**src/rtl/fsm_link_driver_if.sv**
```systemverilog
// Handshake and link bundle for fsm_link_driver: request framing, payload
// stream, peer-state feedback and the byte/enable link toward the peer FSM.
interface fsm_link_driver_if;
   // Command source side
   logic       req_valid;
   logic [4:0] req_len;
   logic       req_ready;
   logic       pl_valid;
   logic [7:0] pl_data;
   logic       pl_ready;
   // Peer link side
   logic [2:0] peer_state;
   logic [7:0] data;
   logic       en;
   // Status
   logic       busy;
   logic       done;
   logic       err;
   logic [1:0] err_code;

   // Driver view
   modport master (
      input  req_valid, req_len, pl_valid, pl_data, peer_state,
      output req_ready, pl_ready, data, en, busy, done, err, err_code
   );

   // Command source / peer / monitor view
   modport slave (
      output req_valid, req_len, pl_valid, pl_data, peer_state,
      input  req_ready, pl_ready, data, en, busy, done, err, err_code
   );
endinterface

```
**src/rtl/fsm_link_driver.sv**
```systemverilog
// Transmit-side driver for the IDLE/ON/OFF/WAIT byte/enable link. Opens the
// peer with START_BYTE, streams the framed payload, closes with STOP_BYTE plus
// an enable pulse, and follows the peer back to IDLE. Every output is a
// register loaded from the next-state logic.
module fsm_link_driver #(
   parameter logic [7:0]  START_BYTE = 8'hA5,
   parameter logic [7:0]  STOP_BYTE  = 8'hF0,
   parameter logic [7:0]  SAFE_BYTE  = 8'h0F,
   parameter int unsigned TIMEOUT    = 255
) (
   input  logic              clk,
   input  logic              rst,
   fsm_link_driver_if.master lnk
);

   localparam logic [2:0] PEER_IDLE = 3'b000;
   localparam logic [2:0] PEER_ON   = 3'b001;
   localparam logic [2:0] PEER_OFF  = 3'b010;

   localparam logic [1:0] ERR_NONE     = 2'b00;
   localparam logic [1:0] ERR_TIMEOUT  = 2'b01;
   localparam logic [1:0] ERR_STOP     = 2'b10;
   localparam logic [1:0] ERR_ZERO_LEN = 2'b11;

   // The counter holds cycles already spent in the wait state; the wait times
   // out on the edge that would make it reach TIMEOUT.
   localparam logic [7:0] CNT_LAST = 8'(TIMEOUT - 1);

   typedef enum logic [2:0] {
      D_IDLE,
      D_OPEN,
      D_WAIT_ON,
      D_PAYLOAD,
      D_STOP,
      D_WAIT_OFF,
      D_CLOSE,
      D_WAIT_IDLE
   } state_t;

   state_t     r_state,     w_state_nxt;
   logic [4:0] r_remaining, w_remaining_nxt;
   logic [7:0] r_cnt,       w_cnt_nxt;
   logic [7:0] r_data,      w_data_nxt;
   logic       r_en,        w_en_nxt;
   logic       r_req_ready, w_req_ready_nxt;
   logic       r_pl_ready,  w_pl_ready_nxt;
   logic       r_busy,      w_busy_nxt;
   logic       r_done,      w_done_nxt;
   logic       r_err,       w_err_nxt;
   logic [1:0] r_err_code,  w_err_code_nxt;

   logic w_accept;
   logic w_xfer;
   logic w_wait_state;
   logic w_timeout;

   assign w_accept     = lnk.req_valid && r_req_ready;
   assign w_xfer       = lnk.pl_valid && r_pl_ready;
   assign w_wait_state = (r_state == D_WAIT_ON) || (r_state == D_WAIT_OFF) ||
                         (r_state == D_WAIT_IDLE);
   assign w_timeout    = w_wait_state && (r_cnt == CNT_LAST);

   // Next state, counters and the next value of every registered output
   always_comb begin
      w_state_nxt     = r_state;
      w_remaining_nxt = r_remaining;
      w_data_nxt      = SAFE_BYTE;
      w_en_nxt        = 1'b0;
      w_done_nxt      = 1'b0;
      w_err_nxt       = 1'b0;
      w_err_code_nxt  = r_err_code;

      unique case (r_state)
         D_IDLE: begin
            if (w_accept) begin
               w_remaining_nxt = lnk.req_len;
               if (lnk.req_len == 5'd0) begin
                  w_err_nxt      = 1'b1;
                  w_err_code_nxt = ERR_ZERO_LEN;
               end else begin
                  w_err_code_nxt = ERR_NONE;
                  w_state_nxt    = D_OPEN;
                  w_data_nxt     = START_BYTE;
                  w_en_nxt       = 1'b1;
               end
            end
         end

         D_OPEN: begin
            w_state_nxt = D_WAIT_ON;
         end

         D_WAIT_ON: begin
            if (lnk.peer_state == PEER_ON) begin
               w_state_nxt = D_PAYLOAD;
            end else if (w_timeout) begin
               w_state_nxt    = D_IDLE;
               w_err_nxt      = 1'b1;
               w_err_code_nxt = ERR_TIMEOUT;
            end
         end

         D_PAYLOAD: begin
            if (w_xfer) begin
               if (lnk.pl_data == STOP_BYTE) begin
                  // Never forward a close byte as data; close the peer instead.
                  w_remaining_nxt = 5'd0;
                  w_err_code_nxt  = ERR_STOP;
                  w_state_nxt     = D_STOP;
                  w_data_nxt      = STOP_BYTE;
               end else begin
                  w_remaining_nxt = r_remaining - 5'd1;
                  w_data_nxt      = lnk.pl_data;
               end
            end else if (r_remaining == 5'd0) begin
               w_state_nxt = D_STOP;
               w_data_nxt  = STOP_BYTE;
            end
         end

         D_STOP: begin
            w_state_nxt = D_WAIT_OFF;
         end

         D_WAIT_OFF: begin
            if (lnk.peer_state == PEER_OFF) begin
               w_state_nxt = D_CLOSE;
               w_en_nxt    = 1'b1;
            end else if (w_timeout) begin
               w_state_nxt    = D_IDLE;
               w_err_nxt      = 1'b1;
               w_err_code_nxt = ERR_TIMEOUT;
            end
         end

         D_CLOSE: begin
            w_state_nxt = D_WAIT_IDLE;
         end

         D_WAIT_IDLE: begin
            if (lnk.peer_state == PEER_IDLE) begin
               w_state_nxt = D_IDLE;
               if (r_err_code == ERR_STOP) begin
                  w_err_nxt = 1'b1;
               end else begin
                  w_done_nxt = 1'b1;
               end
            end else if (w_timeout) begin
               w_state_nxt    = D_IDLE;
               w_err_nxt      = 1'b1;
               w_err_code_nxt = ERR_TIMEOUT;
            end
         end

         default: begin
            w_state_nxt = D_IDLE;
         end
      endcase

      // Restart the wait counter whenever a wait state is (re)entered.
      w_cnt_nxt = (w_wait_state && (w_state_nxt == r_state)) ? r_cnt + 8'd1 : 8'd0;

      w_req_ready_nxt = (w_state_nxt == D_IDLE);
      w_busy_nxt      = (w_state_nxt != D_IDLE);
      w_pl_ready_nxt  = (w_state_nxt == D_PAYLOAD) && (w_remaining_nxt != 5'd0);
   end

   // State and output registers, asynchronously reset to the safe idle link
   always_ff @(posedge clk or posedge rst) begin
      if (rst) begin
         r_state     <= D_IDLE;
         r_remaining <= 5'd0;
         r_cnt       <= 8'd0;
         r_data      <= SAFE_BYTE;
         r_en        <= 1'b0;
         r_req_ready <= 1'b1;
         r_pl_ready  <= 1'b0;
         r_busy      <= 1'b0;
         r_done      <= 1'b0;
         r_err       <= 1'b0;
         r_err_code  <= ERR_NONE;
      end else begin
         r_state     <= w_state_nxt;
         r_remaining <= w_remaining_nxt;
         r_cnt       <= w_cnt_nxt;
         r_data      <= w_data_nxt;
         r_en        <= w_en_nxt;
         r_req_ready <= w_req_ready_nxt;
         r_pl_ready  <= w_pl_ready_nxt;
         r_busy      <= w_busy_nxt;
         r_done      <= w_done_nxt;
         r_err       <= w_err_nxt;
         r_err_code  <= w_err_code_nxt;
      end
   end

   assign lnk.data      = r_data;
   assign lnk.en        = r_en;
   assign lnk.req_ready = r_req_ready;
   assign lnk.pl_ready  = r_pl_ready;
   assign lnk.busy      = r_busy;
   assign lnk.done      = r_done;
   assign lnk.err       = r_err;
   assign lnk.err_code  = r_err_code;

endmodule

```
**src/flat_wrapper.sv**
```systemverilog
// flat-port wrapper written by rule: the top's interface ports become plain ports
module fsm_link_driver_flat 
#(
   parameter logic [7:0]  START_BYTE = 8'hA5,
   parameter logic [7:0]  STOP_BYTE  = 8'hF0,
   parameter logic [7:0]  SAFE_BYTE  = 8'h0F,
   parameter int unsigned TIMEOUT    = 255
)
  (clk, rst, lnk_req_valid, lnk_req_len, lnk_pl_valid, lnk_pl_data, lnk_peer_state, lnk_req_ready, lnk_pl_ready, lnk_data, lnk_en, lnk_busy, lnk_done, lnk_err, lnk_err_code);
  fsm_link_driver_if lnk_i ();
  input  logic clk;
  input  logic rst;
  input wire logic [$bits(lnk_i.req_valid)-1:0] lnk_req_valid;
  input wire logic [$bits(lnk_i.req_len)-1:0] lnk_req_len;
  input wire logic [$bits(lnk_i.pl_valid)-1:0] lnk_pl_valid;
  input wire logic [$bits(lnk_i.pl_data)-1:0] lnk_pl_data;
  input wire logic [$bits(lnk_i.peer_state)-1:0] lnk_peer_state;
  output wire logic [$bits(lnk_i.req_ready)-1:0] lnk_req_ready;
  output wire logic [$bits(lnk_i.pl_ready)-1:0] lnk_pl_ready;
  output wire logic [$bits(lnk_i.data)-1:0] lnk_data;
  output wire logic [$bits(lnk_i.en)-1:0] lnk_en;
  output wire logic [$bits(lnk_i.busy)-1:0] lnk_busy;
  output wire logic [$bits(lnk_i.done)-1:0] lnk_done;
  output wire logic [$bits(lnk_i.err)-1:0] lnk_err;
  output wire logic [$bits(lnk_i.err_code)-1:0] lnk_err_code;
  assign lnk_i.req_valid = lnk_req_valid;
  assign lnk_i.req_len = lnk_req_len;
  assign lnk_i.pl_valid = lnk_pl_valid;
  assign lnk_i.pl_data = lnk_pl_data;
  assign lnk_i.peer_state = lnk_peer_state;
  assign lnk_req_ready = lnk_i.req_ready;
  assign lnk_pl_ready = lnk_i.pl_ready;
  assign lnk_data = lnk_i.data;
  assign lnk_en = lnk_i.en;
  assign lnk_busy = lnk_i.busy;
  assign lnk_done = lnk_i.done;
  assign lnk_err = lnk_i.err;
  assign lnk_err_code = lnk_i.err_code;
  fsm_link_driver #(.START_BYTE(START_BYTE), .STOP_BYTE(STOP_BYTE), .SAFE_BYTE(SAFE_BYTE), .TIMEOUT(TIMEOUT)) u_core (.clk(clk), .rst(rst), .lnk(lnk_i));
endmodule
```
**config.mk**
```make
export PLATFORM = sky130hd
export DESIGN_NAME = fsm_link_driver_flat
export DESIGN_NICKNAME = d
export VERILOG_FILES = /design/src/rtl/fsm_link_driver_if.sv /design/src/rtl/fsm_link_driver.sv /design/src/flat_wrapper.sv
export SDC_FILE = /design/constraint.sdc
export NUM_CORES = 1
export LEC_CHECK = 0
export CORE_MARGIN = 8
export CORE_UTILIZATION = 30
export CTS_CLUSTER_SIZE = 16
export DETAILED_ROUTE_END_ITERATION = 10
export MAX_ROUTING_LAYER = met4
export SLEW_MARGIN = 20
export SYNTH_ARGS = -nofsm -noshare
export SYNTH_HDL_FRONTEND = slang
export SYNTH_SLANG_ARGS = --single-unit
export TNS_END_PERCENT = 30
```
**constraint.sdc**
```tcl
create_clock -name clk -period 2.69 [get_ports clk]
set_clock_uncertainty 0.2 [all_clocks]
set_input_delay 0.6725 -clock clk [delete_from_list [all_inputs] [get_ports clk]]
set_output_delay 0.6725 -clock clk [all_outputs]
set_load 0.05 [all_outputs]
```
# After elaboration in Yosys (flattened, before gate mapping)
# Cells that the tools add are included.
op_classes:
  n_shift: 0
  bitwise_logic: 0
  n_lt_le_gt_ge: 0
  n_addsub: 2
  mux: 45
  reduce_logical: 16
  n_div: 0
  n_eq_ne: 20
  mul: 0
ops:
  columns: ["cell", "n"]
  rows:
  - ["$mux 8", 6]
  - ["$mux 3", 9]
  - ["$pmux 3 s8", 1]
  - ["$eq 8x8->1 const B", 2]
  - ["$mux 2", 8]
  - ["$pmux 8 s2", 1]
  - ["$mux 5", 3]
  - ["$mux 1", 13]
  - ["$eq 3x2->1 const B", 4]
  - ["$eq 3x3->1 const B", 4]
  - ["$logic_not 5->1", 2]
  - ["$pmux 2 s5", 1]
  - ["$pmux 5 s2", 1]
  - ["$reduce_bool 5->1", 2]
  - ["$logic_not 3->1", 3]
  - ["$add 8x1->8 const B", 1]
  - ["$reduce_and 7->1", 1]
  - ["$eq 3x1->1 const B", 2]
  - ["$ne 2x1->1 const B", 3]
  - ["$ne 2x2->1 const B", 3]
  - ["$logic_and 1x1->1", 5]
  - ["$sub 5x1->5 const B", 1]
  - ["$pmux 1 s4", 1]
  - ["$eq 3x3->1", 1]
  - ["4 further kinds", 5]
totals:
  latch_bits: 0
  mem_bits_rw: 0
  in_bits: 20
  ff_bits: 32
  out_inout_bits: 16
  word_cells: 94
  memories: 0
  romBits: 0

# Logic depth before layout (Yosys ltp)
# Gate-level depths: netlist (run 1).
depth:
  word_depth: 10
  ltp_mapped: 7
  ltp_nobuf: 7

# Least setup slack after synthesis (run 1)
# Ideal clock, no wire load.
synth_path:
  path_kind: "input-to-reg"
  from: "input lnk_pl_data[1]"
  to: "register u_core.r_pl_ready (netlist: u_core.lnk.pl_ready)"
  path_slack_ns: 0.123
  n_path_buf: 0
  arrival_time_ns: 2.244
  cell_stages: 5
  required_time_ns: 2.366
  path_cell_list: "or4_4 > o31ai_4 > o22ai_1 > or4_1 > o31a_1"
synth_between:
  elab_chain_len: 6
synth_lines:
  columns: ["element", "line_no", "source"]
  rows:
  - ["start, declared", "flat_wrapper.sv:16", "input wire logic [$bits(lnk_i.pl_data)-1:0] lnk_pl_data;"]
  - ["$eq 8x8->1 (*)", "fsm_link_driver.sv:105", "if (lnk.pl_data == STOP_BYTE) begin"]
  - ["$mux 3 or $mux 5 (tied branches)", "fsm_link_driver.sv:105", null]
  - ["$mux 3 or $mux 5 (tied branches)", "fsm_link_driver.sv:104", "if (w_xfer) begin"]
  - ["$pmux 3 s8 or $pmux 5 s2 (tied branches)", "fsm_link_driver.sv:73", "unique case (r_state)"]
  - ["$eq 3x2->1 or $reduce_bool 5->1 (tied branches)", "fsm_link_driver.sv:165", "w_pl_ready_nxt = (w_state_nxt == D_PAYLOAD) && (w_remaining_nxt != 5'd0);"]
  - ["$logic_and 1x1->1 (*)", "fsm_link_driver.sv:165", null]
  - ["named net u_core.w_pl_ready_nxt", "fsm_link_driver.sv:46", "logic r_pl_ready, w_pl_ready_nxt;"]
  - ["end signal, assigned", "fsm_link_driver.sv:189", "r_pl_ready <= w_pl_ready_nxt;"]
  - ["end, declared", "fsm_link_driver.sv:46", null]
# Mark *: on every way through the listed nets, which the timed path passes. The rest lies on a longest branch.
# A chain may end at the register's enable or synchronous reset.

# Final worst setup path (run 1)
layout_path:
  from: "input lnk_pl_data[2]"
  to: "register u_core.r_pl_ready (netlist: u_core.lnk.pl_ready)"
# Same word-level chain as after synthesis.

==> summary.md, run 1 <==
| Metric | Value |
|---|---|
| PwrDens | 998 mW/mm2 |
| Detailed Routing Iterations Pass 1 | 4 |
| Initial antenna violation count | 0 |
| Layout cells sized above 1 | 0.210 |
| Final hold slack | 0.326 ns |
| PortBufs | 35 |
| Min Tclk post-route | 2.62 ns |
| Simple-gate share of the synthesized area | 0.251 |
| Syn Nets | 240 |
| Count leader, synth | dfrtp_1 |
| Longest Clk Path Bufs | 2 |
| Inserted Clock Buffers | 5 |
| Cell taking the most area after synthesis | dfrtp_1 |
| Htree depth | 2 |
| Arrival time at the worst endpoint | 2.59 ns |
| Synth Area in Adders | 0.0320 |
| Root buffer cell | clkbuf_8 |
| Hold Fails Final Rpt | 0 |
| Placed Cells incl. Taps | 351 |
| Top_reg_cell synth | dfrtp_1 |
| Compound-Gate Fraction of Synth Area | 0.219 |
| Clock sinks | 32 |
| CP delay by family, top | simple AND/OR/NAND/NOR gates |
| CTS tree | yes |
| Die area | 0.00936 mm2 |
| Max-Cap Viols | 0 |
| Tot Pwr | 2.78 mW |
| Antenna diode count | 0 |
| Slew @ Worst Pin | 0.635 ns |
| Synth cell count leaders | dfrtp_1, o21ai_0, a21oi_1, nor2_1, nor3_1 |
| End-of-flow core utilization | 0.442 |
| GRT Total Usage | 0.123 |
| Slew Limit Headroom | 0.577 |
| Chip Height | 96.7 um |
| Worst-path clk slew | 0.07 ns |
| Vias per cell | 5.40 |
| Crit path max fanout | 4 |
| Critical Path RT | 2.66 ns |
| # IOs | 36 |
| Cell area after layout | 0.00279 mm2 |
| Initial core utilization | 0.310 |
| Row count | 29 |
| Top cells by area, synth | dfrtp_1, dfstp_2, o21ai_0 |
| DR vias | 1959 |
| Setup Viol. Count Final | 0 |
| Top cell type's share of synthesized area | 0.345 |
| Cell breakdown of the critical path | dlygate4sd2_1 > or4_4 > o21ai_4 > o31ai_1 > or4_1 > o31a_1 |
| Worst VDD drop | 0.531 mV |
| Post-Syn Area | 0.00196 mm2 |
| Chip width | 96.7 um |
| Core region area | 0.00631 mm2 |
| Post-synthesis sequential area ratio | 0.413 |
| Post-synth EDFFs | 0 |
| Skew-Pair Late Insertion Delay | 0.29 ns |
| Vias in the first global route | 2002 |
| Detail Placement HPWL | 4190 um |
| CP max stage cell | or4_4 |
| Register area | 807 um2 |
| Fmax | 0.382 GHz |
| Layout filler cell count | 614 |
| Worst Hold Class | reg2reg |
| Max Slew Vio Count | 0 |
| P&R area growth vs syn | 42.6% |
| Yosys warnings | 0 |
| DRC Markers | 0 |
| Cell Area, Placed | 0.00261 mm2 |
| Pin count of the biggest net entering global routing | 33 |
| Critical Path Max Stage Delay | 0.60 ns |
| Total congestion overflow | 0 |
| Status | completed |
| First-pass GRT wire length | 9480 um |
| CP Class | in2reg |
| DRT antenna net count | 0 |
| CP Buf/Inv Count | 1 |
| Post-Syn Area per Cell | 9.10 um2 |
| CP endpoint kind | register |
| Asr flop ratio synth | 1.00 |
| Crit share post-route | 0.973 |
| Yosys reg bits | 32 |
| Placer Congestion | 0.985 |
| 1st-iter DRT viols | 137 |
| Unrepaired setup endpoints after global routing | false |
| Mux share of post-synthesis cell area | 0.0166 |
| Startpoint class of the critical path | input port |
| Non-Filler Instances | 363 |
| Final nets | 310 |
| Multi-input logic area | 0.00112 mm2 |
| Main combinational cell family by area after synthesis | simple AND/OR/NAND/NOR gates |
| Post-synthesis cell count | 215 |
| Synth unique cells | 59 |
| Pleak | 1.18 nW |
| Routed len/inst | 15.5 um |
| Detailed Route WL | 5630 um |
| Synth Area in XOR/XNOR | 0.0313 |
-- metal layers --
metal	global-route usage	share of wire	vias to the layer above	wire (um)
met5	-	0	-	0
met2	0.191	0.47	62	2630
met4	0.0627	0.032	0	179
li1	-	-	951	-
met1	0.147	0.46	932	2570
met3	0.0284	0.044	14	249
-- layout make-up --
cell class              count  area share
multi-input cells         165       0.403
repair buffers             70       0.219
clock buffers               6      0.0260
well taps                  77      0.0345
flip-flops and latches     32       0.289
inverters                  11      0.0148
clock inverters             2      0.0126
-- cells by family (layout without fill, tap and decap cells) --
kind of cell	Yosys count	in the layout
buf+inv	18	89
compound gates	65	65
xor+xnor	7	7
simple gates	85	85
flops	32	32
mux	3	3
fa+ha+maj	5	5
-- cells in the final DEF, fill, tap and decap left out, types with 3 or more instances in the layout --
| cell | instances |
|---|---|
| xor2_1 | 5 |
| nor4b_1 | 3 |
| nand2_1 | 8 |
| nand4_1 | 4 |
| nand3_1 | 11 |
| dfrtp_1 | 27 |
| clkbuf_8 | 5 |
| clkdlybuf4s50_1 | 31 |
| nor3_1 | 12 |
| buf_4 | 35 |
| and2_1 | 3 |
| ha_1 | 5 |
| dlygate4sd2_1 | 3 |
| dfstp_2 | 5 |
| o21ai_0 | 18 |
| a21oi_1 | 15 |
| nor2b_1 | 4 |
| nor2_1 | 16 |
| a21o_1 | 4 |
| nor4_1 | 3 |
| inv_1 | 11 |
-- final timing paths --
kind | slack, ns | depth (start not counted) | start | end
worst max-delay path | 0.07 | 6 | lnk_pl_data[2] | u_core.lnk.pl_ready
worst min-delay path | 0.33 | 1 | u_core.lnk.err_code[1] | u_core.lnk.err_code[1]
worst max register to register | 0.15 | 8 | u_core.r_remaining[0] | u_core.lnk.busy
worst min register to register | 0.33 | 1 | u_core.lnk.err_code[1] | u_core.lnk.err_code[1]
max in group asynchronous | 1.38 | 3 | rst | u_core.lnk.req_ready
min in group asynchronous | 0.58 | 3 | rst | u_core.lnk.err_code[0]
-- timing repair --
item	CTS	global route
endpoints found under the setup margin	3	9
setup buffers	3	1
resized for setup	6	5
hold buffers	0	0
pin swaps	5	4
-- through the flow --
step	TNS, ns	worst slack [ns]
4_1_cts	0	0.0224
3_5_place_dp	-3.48	-0.450
2_1_floorplan	0	0.123
3_3_place_gp	-2.71	-0.411
6_report	0	0.0723
5_1_grt	0	0.0124
-- power breakdown --
part,internal (mW),switching [mW],leakage [nW],total [mW]
clock network,0.275,0.188,0.0552,0.463
registers,0.622,0.182,0.409,0.804
logic,0.656,0.861,0.711,1.52
total,1.55,1.23,1.18,2.78
-- flip-flops by register name, indices dropped and copies added, names as in the netlist --
name,count
u_core.lnk.err_code,2
u_core.lnk.data,8
u_core.r_cnt,8
u_core.r_state,3
u_core.lnk.pl_ready,1
u_core.lnk.busy,1
u_core.lnk.req_ready,1
u_core.r_remaining,5
u_core.lnk.en,1
u_core.lnk.err,1
u_core.lnk.done,1
No activity file was read; power rests on OpenSTA's default activity.
==> run 2, diff against run 1 <==
- ABC_CLOCK_PERIOD_IN_PS: unset -> 2690
- SKIP_CTS_REPAIR_TIMING: unset -> 1
- TNS_END_PERCENT: 30 -> unset
==> run 2 against run 1 <==
  * Clock-buffer cell count unchanged
  * Critical path depth up 1
  * Sequential power about the same
  * Sequential share of layout area down 0.12 points
  * Combinational power about the same
  * Wire length up 0.80%
  * Non-clock buffer count unchanged
  * Power down 0.12%
  * Cell count unchanged
  * Via count down 0.56%
  * Utilization up 0.18 points
  * Highest routed layer unchanged
==> summary.md, run 2 (synthesis results as in run 1) <==
| Metric | Value |
|---|---|
| # IOs | 36 |
| Clock sinks | 32 |
| CP max stage cell | or4_1 |
| CTS tree | yes |
| Status | completed |
| CP Class | in2reg |
| Slew @ Worst Pin | 0.657 ns |
| DR vias | 1948 |
| Detail Placement HPWL | 4190 um |
| Worst Hold Class | reg2reg |
| 1st-iter DRT viols | 124 |
| Post-route setup slack | 0.117 ns |
| Pin count of the biggest net entering global routing | 33 |
| Worst-path clk slew | 0.07 ns |
| Crit path max fanout | 4 |
| Metal3 WL | 245 um |
| Max Slew Vio Count | 0 |
| Arrival time at the worst endpoint | 2.54 ns |
| DRC Markers | 0 |
| GRT Total Usage | 0.122 |
| PortBufs | 35 |
| Core region area | 0.00631 mm2 |
| Commonest non-fill, non-tap cells in the layout | buf_4, clkdlybuf4s50_1, dfrtp_1 |
| Chip width | 96.7 um |
| Layout filler cell count | 613 |
| Die area | 0.00936 mm2 |
| Pleak | 1.20 nW |
| Vias in the first global route | 1975 |
| Post-placement worst setup slack | -0.450 ns |
| Detailed Route WL | 5670 um |
| PwrDens | 993 mW/mm2 |
| Max-Cap Viols | 0 |
| Unrepaired setup endpoints after global routing | false |
| Longest Clk Path Bufs | 2 |
| Routed len/inst | 15.6 um |
| Skew-Pair Late Insertion Delay | 0.28 ns |
| First-pass GRT wire length | 9380 um |
| Detailed Routing Iterations Pass 1 | 4 |
| Crit share post-route | 0.957 |
| Met2 WL | 2690 um |
| P&R area growth vs syn | 43.2% |
| Critical Path Max Stage Delay | 0.52 ns |
| Hold Fails Final Rpt | 0 |
| Chip Height | 96.7 um |
| Top layer in use | met4 |
| Slew Limit Headroom | 0.562 |
| Final nets | 310 |
| Min Tclk post-route | 2.57 ns |
| Layout cells sized above 1 | 0.210 |
| Startpoint class of the critical path | input port |
| Met1 wire length | 2570 um |
| Root buffer cell | clkbuf_8 |
| R2R Setup Slk | 0.20 ns |
| Total congestion overflow | 0 |
| Commonest non-fill, non-tap cell in the layout | buf_4 |
| Cell breakdown of the critical path | clkdlybuf4s50_1 > nand4_1 > buf_4 > o21ai_4 > o31ai_1 > or4_1 > o31a_1 |
| Setup Viol. Count Final | 0 |
| Cell Area, Placed | 0.00261 mm2 |
| CP endpoint kind | register |
| Cell area after layout | 0.00280 mm2 |
| Row count | 29 |
| Antenna diode count | 0 |
| Placer Congestion | 0.985 |
| Inserted Clock Buffers | 5 |
| Vias per cell | 5.37 |
| Critical Path RT | 2.66 ns |
| Fmax | 0.389 GHz |
| Worst VDD drop | 0.548 mV |
| Htree depth | 2 |
| Initial core utilization | 0.310 |
| DRT antenna net count | 0 |
| Tot Pwr | 2.78 mW |
| Initial antenna violation count | 0 |
## run 2: cell count changes in the layout (fill, tap and decap cells not counted), sizes merged
cell / delta
dlygate4sd2: -3
dlymetal6s2s: +3
## run 2: path summary, 6_finish.rpt
check                                  startpoint                     end  cells after the start
setup / recovery                   lnk_pl_data[5]     u_core.lnk.pl_ready                      7
hold / removal             u_core.lnk.err_code[1]  u_core.lnk.err_code[1]                      1
setup reg to reg            u_core.r_remaining[0]         u_core.lnk.busy                      8
hold reg to reg            u_core.lnk.err_code[1]  u_core.lnk.err_code[1]                      1
max in group asynchronous                     rst    u_core.lnk.req_ready                      3
min in group asynchronous                     rst         u_core.lnk.done                      3
## run 2: routing by layer
metal | vias up | GRT usage
met5 | - | -
met4 | 0 | 0.0627
met3 | 12 | 0.0284
met2 | 59 | 0.186
met1 | 930 | 0.146
li1 | 947 | -
## run 2: report_power, final
part	switching, mW	total [mW]	internal (mW)
Sequential	0.183	0.805	0.622
Combinational	0.857	1.51	0.657
Clock	0.187	0.462	0.275
## run 2: cell type report
cell class	instances	area (um2)	area share
repair buffers	70	623	0.223
inverters	11	41.3	0.0147
multi-input cells	165	1120	0.402
well taps	77	96.3	0.0344
clock buffers	6	72.6	0.0259
clock inverters	2	35.0	0.0125
flip-flops and latches	32	807	0.288
## run 2: critical path: cells and delay by family
family | cells | cell delay, ns
buffers and inverters | 2 | 0.67
AND/OR/NAND/NOR | 2 | 0.62
AO/OA/AOI/OAI | 3 | 0.56
## run 2: through the flow
| step | cells | util | TNS (ns) | hold slack [ns] |
|---|---|---|---|---|
| after floorplan | 215 | - | 0 | 0.308 |
| after global placement | 351 | 0.413 | -2.71 | 0.313 |
| after detailed placement | 351 | 0.413 | -3.48 | 0.319 |
| after CTS | 359 | 0.430 | -0.213 | 0.335 |
| after global routing | 363 | 0.444 | 0 | 0.365 |
| final | 363 | 0.444 | 0 | 0.326 |
==> run 3, diff against run 2 <==
- GPL_TIMING_DRIVEN: unset -> 0
- PLACE_DENSITY_LB_ADDON: unset -> 0.25
==> run 3 against run 2 <==
  * Global-route usage fell by 0.29 points
  * Combinational power shrank 3%
  * Power fell by 2.2%
  * Cell count is 7.2% lower
  * Non-clock buffer count shrank 26
  * Utilization decreased by 2.7 points
  * Hold slack lost 0.010 ns
  * Highest routed layer unchanged
==> summary.md, run 3 (synthesis results as in run 1) <==
| Metric | Value |
|---|---|
| Clock power frac | 0.192 |
| Skew-Pair Late Insertion Delay | 0.29 ns |
| DRT antenna net count | 0 |
| Switching Share | 0.452 |
| # IOs | 36 |
| Longest Clk Path Bufs | 2 |
| P_sw | 1.23 mW |
| 1st-iter DRT viols | 189 |
| Initial antenna violation count | 0 |
| Worst Hold Class | reg2reg |
| Worst Reg2Reg Path Length in Cells | 6 |
| Chip width | 96.7 um |
| Max-Cap Viols | 0 |
| Htree depth | 2 |
| CP endpoint kind | register |
| Detail Placement HPWL | 4050 um |
| Tot Pwr | 2.72 mW |
| Arrival time at the worst endpoint | 2.58 ns |
| Inserted Clock Buffers | 5 |
| GRT Total Usage | 0.119 |
| Slew Limit Headroom | 0.390 |
| Initial core utilization | 0.310 |
| Critical Path RT | 2.67 ns |
| Layout cells sized above 1 | 0.142 |
| Fmax | 0.385 GHz |
| R2R Setup Slk | 0.17 ns |
| First-pass GRT wire length | 9140 um |
| Startpoint class of the critical path | input port |
| Layout filler cell count | 634 |
| Routed len/inst | 16.3 um |
| Root buffer cell | clkbuf_8 |
| Crit share post-route | 0.965 |
| Pin count of the biggest net entering global routing | 33 |
| Row count | 29 |
| Crit path max fanout | 4 |
| Vias in the first global route | 1871 |
| Chip Height | 96.7 um |
| Final nets | 284 |
| Die area | 0.00936 mm2 |
| Clock sinks | 32 |
| Reg-to-Reg Start | u_core.r_state[0] |
| Max Slew Vio Count | 0 |
| Worst VDD drop | 0.620 mV |
| P&R area growth vs syn | 34.4% |
| Pint | 1.49 mW |
| Worst Setup SP | lnk_pl_data[2] |
| R2r endpoint | u_core.lnk.pl_ready |
| Pleak | 1.07 nW |
| Min Tclk post-route | 2.60 ns |
| Slew @ Worst Pin | 0.908 ns |
| Placer Congestion | 0.909 |
| PwrDens | 1030 mW/mm2 |
| CTS tree | yes |
| Antenna diode count | 0 |
| DRC Markers | 0 |
| Hold path start | u_core.lnk.err_code[1] |
| Combinational fraction of design power | 0.539 |
| Setup Viol. Count Final | 0 |
| Detailed Routing Iterations Pass 1 | 6 |
| Hold Crit Endpoint | u_core.lnk.err_code[1] |
| Commonest non-fill, non-tap cells in the layout | clkdlybuf4s50_1, dfrtp_1, o21ai_0 |
| WHS Path Cells | 1 |
| Core region area | 0.00631 mm2 |
| End-of-flow core utilization | 0.416 |
| DR vias | 1891 |
| PortBufs | 35 |
| Detailed Route WL | 5490 um |
| CP Class | in2reg |
| Commonest non-fill, non-tap cell in the layout | clkdlybuf4s50_1 |
| Status | completed |
| Total congestion overflow | 0 |
| Worst-path clk slew | 0.07 ns |
| Hold Fails Final Rpt | 0 |
| Flop pwr share | 0.269 |
| Vias per cell | 5.61 |
## run 3: stage by stage
stage | TNS [ns] | instance area (um2) | std cells | hold slack (ns) | setup slack (ns)
finish | 0 | 2630 | 337 | 0.315 | 0.0931
global route | -0.0154 | 2630 | 337 | 0.351 | -0.0154
CTS | -1.99 | 2530 | 335 | 0.317 | -0.199
detailed placement | -6.47 | 2400 | 327 | 0.299 | -0.496
global placement | -6.93 | 2400 | 327 | 0.293 | -0.512
floorplan | 0 | 1960 | 215 | 0.308 | 0.123
## run 3: final cells by class
cell class	count	area [um2]	area share
clock inverter	1	30.0	0.0114
inverter	11	41.3	0.0157
multi-input combinational	165	1150	0.438
tap	77	96.3	0.0367
buffer	7	31.3	0.0119
sequential	32	807	0.307
timing repair buffer	37	375	0.143
clock buffer	7	96.3	0.0367
## run 3: power by group through the flow
stage / sequential (mW) / clock (mW) / combinational (mW)
2_1_floorplan: 0.917 / 0 / 0.788
3_3_place_gp: 0.740 / 0 / 1.36
3_5_place_dp: 0.740 / 0 / 1.36
4_1_cts: 0.731 / 0.532 / 1.37
5_1_grt: 0.749 / 0.551 / 1.62
6_report: 0.731 / 0.521 / 1.47
## run 3: worst max path at each step
stage	to	slack, ns	depth (start not counted)
6_report	u_core.lnk.pl_ready	0.09	6
5_1_grt	u_core.lnk.busy	-0.02	7
4_1_cts	u_core.r_cnt[3]	-0.20	6
3_5_place_dp	u_core.r_cnt[3]	-0.50	6
3_3_place_gp	u_core.r_cnt[3]	-0.51	6
2_1_floorplan	u_core.lnk.pl_ready	0.12	5
## run 3: per-layer routing
layer | vias to the layer above | wire, um | track usage
met2 | 74 | 2590 | 0.184
met4 | 0 | 128 | 0.0509
met3 | 12 | 416 | 0.0334
li1 | 890 | - | -
met1 | 915 | 2360 | 0.141
met5 | - | 0 | -
## run 3: critical path, stage by stage
cell and delay (ns):
dlymetal6s2s_1 0.13, or4_4 0.59, o31ai_4 0.35, o22ai_2 0.12
or4_1 0.41, o31a_1 0.30
